--- config.mk ---
export PLATFORM = sky130hd
export DESIGN_NAME = io_bus_arbiter
export DESIGN_NICKNAME = d
export VERILOG_FILES = /design/src/rtl/io_bus_arbiter.sv
export SDC_FILE = /design/constraint.sdc
export NUM_CORES = 1
export LEC_CHECK = 0
export BUFFER_PORTS_ARGS = -buffer_cell sky130_fd_sc_hd__buf_2
export CORE_MARGIN = 2
export CORE_UTILIZATION = 46
export DETAILED_ROUTE_END_ITERATION = 16
export PLACE_DENSITY = 0.77
export SLEW_MARGIN = 40
export SYNTH_ARGS = -nofsm -noshare
export SYNTH_HDL_FRONTEND = slang
export SYNTH_SLANG_ARGS = --single-unit
--- constraint.sdc ---
create_clock -name i_clk -period 2.65 [get_ports i_clk]
set_input_delay 0 -clock i_clk [delete_from_list [all_inputs] [get_ports i_clk]]
set_output_delay 0 -clock i_clk [all_outputs]
set_load 0.02 [all_outputs]
--- src/rtl/io_bus_arbiter.sv ---
// -----------------------------------------------------------------------------
// io_bus_arbiter
// Two masters share one peripheral bus. Master 0 is the CPU load/store unit and
// master 1 is debug/DMA. At most one transaction is in flight at a time.
//
// When both masters request in the same cycle, the grant goes to the master
// that was not granted last. A request to an unmapped address is answered with
// an error straight away and never reaches the bus. A transaction that waits
// too long on the slave is ended with an error.
//
// Ports
//   i_clk, i_rst_n                 clock; asynchronous active-low reset
//   i_mN_req/we/addr/wdata/bmask   master N request and attributes (N = 0, 1)
//   o_mN_ack/err/rdata             master N one-cycle completion strobe,
//                                  error flag and read data
//   o_bus_valid                    transaction active on the peripheral bus
//   o_bus_addr/wdata/we/bmask      latched transaction attributes
//   i_bus_ready, i_bus_rdata       slave completion and read data
// -----------------------------------------------------------------------------
module io_bus_arbiter #(
  parameter int TIMEOUT = 16
) (
  input  logic        i_clk,
  input  logic        i_rst_n,
  input  logic        i_m0_req,
  input  logic        i_m0_we,
  input  logic [31:0] i_m0_addr,
  input  logic [31:0] i_m0_wdata,
  input  logic [3:0]  i_m0_bmask,
  input  logic        i_m1_req,
  input  logic        i_m1_we,
  input  logic [31:0] i_m1_addr,
  input  logic [31:0] i_m1_wdata,
  input  logic [3:0]  i_m1_bmask,
  output logic        o_m0_ack,
  output logic        o_m0_err,
  output logic [31:0] o_m0_rdata,
  output logic        o_m1_ack,
  output logic        o_m1_err,
  output logic [31:0] o_m1_rdata,
  output logic        o_bus_valid,
  output logic [31:0] o_bus_addr,
  output logic [31:0] o_bus_wdata,
  output logic        o_bus_we,
  output logic [3:0]  o_bus_bmask,
  input  logic        i_bus_ready,
  input  logic [31:0] i_bus_rdata
);

  typedef enum logic [1:0] {
    ST_IDLE = 2'd0,
    ST_BUS  = 2'd1,
    ST_RESP = 2'd2
  } state_e;

  // Wait count value of the last BUS cycle allowed before an error completion.
  localparam logic [7:0] WAIT_LAST = 8'(TIMEOUT - 1);

  state_e      state_q;
  logic        last_m1_q;   // 1: master 1 was granted most recently
  logic        gnt_m1_q;    // owner of the transaction in flight
  logic [7:0]  wait_q;
  logic        bus_valid_q;
  logic [31:0] bus_addr_q;
  logic [31:0] bus_wdata_q;
  logic        bus_we_q;
  logic [3:0]  bus_bmask_q;
  logic        m0_ack_q;
  logic        m0_err_q;
  logic [31:0] m0_rdata_q;
  logic        m1_ack_q;
  logic        m1_err_q;
  logic [31:0] m1_rdata_q;

  logic        any_req_s;
  logic        win_m1_s;
  logic        sel_we_s;
  logic [31:0] sel_addr_s;
  logic [31:0] sel_wdata_s;
  logic [3:0]  sel_bmask_s;
  logic        sel_mapped_s;
  logic        resp_fire_s;
  logic        resp_m1_s;
  logic        resp_err_s;
  logic [31:0] resp_rdata_s;

  // Address decode of the three mapped peripheral windows.
  function automatic logic addr_mapped(input logic [31:0] a);
    logic low_win;
    logic mid_win;
    logic high_win;
    low_win  = (a[31:11] == 21'd0);
    mid_win  = (a[31:16] == 16'h1000) && (a[15:0] <= 16'h4FFF);
    high_win = (a[31:12] == 20'h10010);
    return low_win || mid_win || high_win;
  endfunction

  // Arbitration: a lone requester always wins, a tie goes to the master not granted last.
  always_comb begin
    any_req_s = i_m0_req | i_m1_req;
    if (i_m0_req && i_m1_req) begin
      win_m1_s = ~last_m1_q;
    end else begin
      win_m1_s = i_m1_req;
    end
    if (win_m1_s) begin
      sel_we_s    = i_m1_we;
      sel_addr_s  = i_m1_addr;
      sel_wdata_s = i_m1_wdata;
      sel_bmask_s = i_m1_bmask;
    end else begin
      sel_we_s    = i_m0_we;
      sel_addr_s  = i_m0_addr;
      sel_wdata_s = i_m0_wdata;
      sel_bmask_s = i_m0_bmask;
    end
    sel_mapped_s = addr_mapped(sel_addr_s);
  end

  // Completion decode: which master gets a response next cycle, and with what.
  always_comb begin
    resp_fire_s  = 1'b0;
    resp_m1_s    = gnt_m1_q;
    resp_err_s   = 1'b0;
    resp_rdata_s = 32'd0;
    case (state_q)
      ST_IDLE: begin
        if (any_req_s && !sel_mapped_s) begin
          resp_fire_s = 1'b1;
          resp_m1_s   = win_m1_s;
          resp_err_s  = 1'b1;
        end else begin
          resp_fire_s = 1'b0;
        end
      end
      ST_BUS: begin
        // Ready wins over a timeout that would fire in the same cycle.
        if (i_bus_ready) begin
          resp_fire_s  = 1'b1;
          resp_rdata_s = bus_we_q ? 32'd0 : i_bus_rdata;
        end else if (wait_q == WAIT_LAST) begin
          resp_fire_s = 1'b1;
          resp_err_s  = 1'b1;
        end else begin
          resp_fire_s = 1'b0;
        end
      end
      default: begin
        resp_fire_s = 1'b0;
      end
    endcase
  end

  // Transaction FSM with registered bus and response outputs.
  always_ff @(posedge i_clk or negedge i_rst_n) begin
    if (!i_rst_n) begin
      state_q     <= ST_IDLE;
      last_m1_q   <= 1'b1;
      gnt_m1_q    <= 1'b0;
      wait_q      <= 8'd0;
      bus_valid_q <= 1'b0;
      bus_addr_q  <= 32'd0;
      bus_wdata_q <= 32'd0;
      bus_we_q    <= 1'b0;
      bus_bmask_q <= 4'd0;
      m0_ack_q    <= 1'b0;
      m0_err_q    <= 1'b0;
      m0_rdata_q  <= 32'd0;
      m1_ack_q    <= 1'b0;
      m1_err_q    <= 1'b0;
      m1_rdata_q  <= 32'd0;
    end else begin
      m0_ack_q   <= resp_fire_s & ~resp_m1_s;
      m0_err_q   <= resp_fire_s & ~resp_m1_s & resp_err_s;
      m0_rdata_q <= (resp_fire_s && !resp_m1_s) ? resp_rdata_s : 32'd0;
      m1_ack_q   <= resp_fire_s & resp_m1_s;
      m1_err_q   <= resp_fire_s & resp_m1_s & resp_err_s;
      m1_rdata_q <= (resp_fire_s && resp_m1_s) ? resp_rdata_s : 32'd0;
      case (state_q)
        ST_IDLE: begin
          if (any_req_s) begin
            gnt_m1_q    <= win_m1_s;
            last_m1_q   <= win_m1_s;
            bus_addr_q  <= sel_addr_s;
            bus_wdata_q <= sel_wdata_s;
            bus_we_q    <= sel_we_s;
            bus_bmask_q <= sel_bmask_s;
            wait_q      <= 8'd0;
            if (sel_mapped_s) begin
              state_q     <= ST_BUS;
              bus_valid_q <= 1'b1;
            end else begin
              state_q <= ST_RESP;
            end
          end else begin
            state_q <= ST_IDLE;
          end
        end
        ST_BUS: begin
          if (resp_fire_s) begin
            state_q     <= ST_RESP;
            bus_valid_q <= 1'b0;
          end else begin
            wait_q <= wait_q + 8'd1;
          end
        end
        ST_RESP: begin
          state_q <= ST_IDLE;
        end
        default: begin
          state_q     <= ST_IDLE;
          bus_valid_q <= 1'b0;
        end
      endcase
    end
  end

  assign o_m0_ack    = m0_ack_q;
  assign o_m0_err    = m0_err_q;
  assign o_m0_rdata  = m0_rdata_q;
  assign o_m1_ack    = m1_ack_q;
  assign o_m1_err    = m1_err_q;
  assign o_m1_rdata  = m1_rdata_q;
  assign o_bus_valid = bus_valid_q;
  assign o_bus_addr  = bus_addr_q;
  assign o_bus_wdata = bus_wdata_q;
  assign o_bus_we    = bus_we_q;
  assign o_bus_bmask = bus_bmask_q;

endmodule

==> reports/qor.txt <==
RSZ-0062 raised after global routing: no
Final Slew Violations: 0
Crit start category: register
Largest cells by area after synthesis: dfrtp_1 59%, nand2_1 11%, nor2_1 7.0%
CTS Buf Count: 17
VDD IR max: 0.490 mV
Share of cells above drive strength 1: 0.349
Nets: 1314
Sequential fraction of the synthesis area: 0.596
Total die area: 14600 um^2
Tot Pwr: 7.38 mW
Hold crit path type: input port to register
Sw frac: 0.328
Internal Power: 4.96 mW
Fmax: 389 MHz
Clock buffer depth: 2
Core Footprint: 13300 um^2
Area grow syn2layout: 64.9%
Minimum clock period: 2.57 ns
Iter 0 DRT Violations: 705
First-pass GRT wire length: 39.7 mm
Part of the power in combinational logic: 0.283
Vias per cell: 5.49
DP HPWL: 14.1 mm
Total Neg Setup Slack: 0 ns
Starting density of the core: 0.474
Relative slew margins: 0.471
Number of synthesis warnings: 0
Number of synthesized flops with an enable pin: 0
Crit Path Class: register to register
Clock Tree Root: clkbuf_16
Clk pin slew, worst setup/hold paths: 0.06 ns
Die height: 121 um
CTS H-tree lvls: 4
Leak Pwr: 5.09 nW
Largest net degree at the start of global routing: 71
Mapped Area: 6300 um^2
Most frequent cells after synthesis: 183 x nand2_1, 149 x dfrtp_1, 117 x nor2_1, 70 x a31oi_1, 29 x nor2_2
Initial antenna violation count: 2
Max-cap violations: 0
Yosys cell types: 47
P_sw: 2.42 mW
Final worst path period share: 0.969
Post-CTS Hold Buffers: 174
Per-cell routed wire length: 19.7 um
Crit. End Element: register
Vias: 7298
Count of final setup violators: 0
Area leader, netlist: dfrtp_1
Crit path max fanout: 69
All-Layer GR Usage: 0.357
Final WL: 26.2 mm
ANT nets after route: 0
Syn Inst Count: 667
Row count: 42
CP Data Arrival Time: 2.93 ns
Gr ovfl total: 0
Num ports: 313
Die W: 121 um
Residual DRC: 0
Pwr dens: 711 nW/um^2
Fin. Hold Viols: 0
Part of the power in registers: 0.371
Top cell type's share of synthesized area: 0.592
Clock Sinks: 150
RePlAce Congestion: 0.830
Resized cells post-CTS: 0
Clock Latency Late Sink: 0.43 ns
Async set-reset flop share out of synthesis: 1.00
Seq cells post-synth: 150
IO Port Bufs: 312
Status: finished clean
DRT Pass-1 Iters: 6
Number of global-route vias before repair: 7554
Worst slew pin tran: 0.794 ns
Mean post-synth cell area: 9.44 um^2
Syn nets: 843
Clock skew: 0.0136 ns
Req. time, crit path: 3.01 ns
Top-count cell post-synth: nand2_1
Clock tree from TritonCTS: done
Clk network pwr share: 0.346
Post-CTS Setup Inserts: 0
Ys flop type: dfrtp_1
==> layout make-up <==
type                       instances  area, um^2
fill                             766        2910
timing repair buffer             496        3430
inverter                           7        26.3
sequential                       150        3750
antenna                            3        7.51
clock inverter                    15         194
clock buffer                      17         425
multi-input combinational        466        2320
tap                              176         220
==> power by group through the flow <==
stage | clock [mW] | combinational [mW] | sequential (mW)
floorplan | 0 | 0.534 | 3.05
global placement | 0 | 1.47 | 2.73
detailed placement | 0 | 1.49 | 2.74
CTS | 2.55 | 1.95 | 2.70
global route | 2.68 | 2.20 | 2.76
finish | 2.56 | 2.09 | 2.74
==> final timing paths <==
kind                                  start             end  slack, ns  depth (start not counted)
worst max-delay path              last_m1_q  o_bus_bmask[2]       0.08                          5
worst min-delay path               i_m0_req        gnt_m1_q       0.05                          4
worst max register to register    last_m1_q  o_bus_bmask[2]       0.08                          5
worst min register to register  o_bus_valid     o_bus_valid       0.52                          1
max in group asynchronous           i_rst_n       last_m1_q       1.70                          3
min in group asynchronous           i_rst_n   o_m1_rdata[8]       0.12                          2
==> layout by cell type (no fill, tap or decap), types with 3 or more instances in the layout <==
master         netlist  layout
a211oi_2             3       3
a31oi_1             70      70
buf_12               0       4
buf_2                3     311
buf_4                0       6
bufinv_16            0       3
clkbuf_16            0      17
clkinv_4             0       3
dfrtp_1            149     149
diode_2              0       3
dlygate4sd3_1        0     174
inv_1                5       5
inv_6                0       4
nand2_1            183     183
nand3_1              3       3
nand4_1              4       4
nor2_1             117     117
nor2_2              29      29
nor2b_1              3       3
nor4_1               6       6
o211ai_1             4       4
o21ai_0              7       7
xor2_1               4       4
==> metal layers <==
layer / global-route usage / vias to the layer above / wire [um]
met3: 0.101 / 174 / 2560
met2: 0.599 / 557 / 12600
li1: - / 3164 / -
met5: 0 / - / 0
met4: 0.249 / 0 / 2050
met1: 0.390 / 3403 / 9030
==> worst max-delay path, cell delays in order, from the launching register on <==
cell and delay [ns]:
dfstp_2 0.57, a21bo_2 0.22, buf_4 0.64, nand2_1 0.21, a31oi_1 0.28, dlygate4sd3_1 0.58
==> sequential cells by signal, summed over array words and instances (netlist names), 2 cells and up <==
name         cells
wait_q           8
o_m1_rdata      32
o_bus_addr      32
state_q          2
o_bus_bmask      4
o_bus_wdata     32
o_m0_rdata      32
==> stage by stage <==
step	area (um^2)	setup slack, ns	hold WS [ns]	std cells	util
floorplan	6300	0.753	-0.296	667	-
global placement	8020	0.511	0.0394	1121	0.603
detailed placement	8020	0.440	0.0371	1121	0.603
CTS	10400	0.243	0.0314	1327	0.781
global route	10400	0.0210	0.0916	1327	0.781
finish	10400	0.0818	0.0473	1330	0.781
==> kinds of logic (layout without fill, tap and decap cells) <==
group	count (synthesis)	in the layout	share of synthesized area
other	0	3	0
and+or+nand+nor	357	357	0.240
AOI/OAI and AO/OA	101	101	0.114
xor gates and xnor gates	6	6	0.00834
adders and majority gates	2	2	0.00358
DFF	150	150	0.596
buffers and inverters	51	535	0.0381
Note: power is estimated with default switching activity, not from simulation.
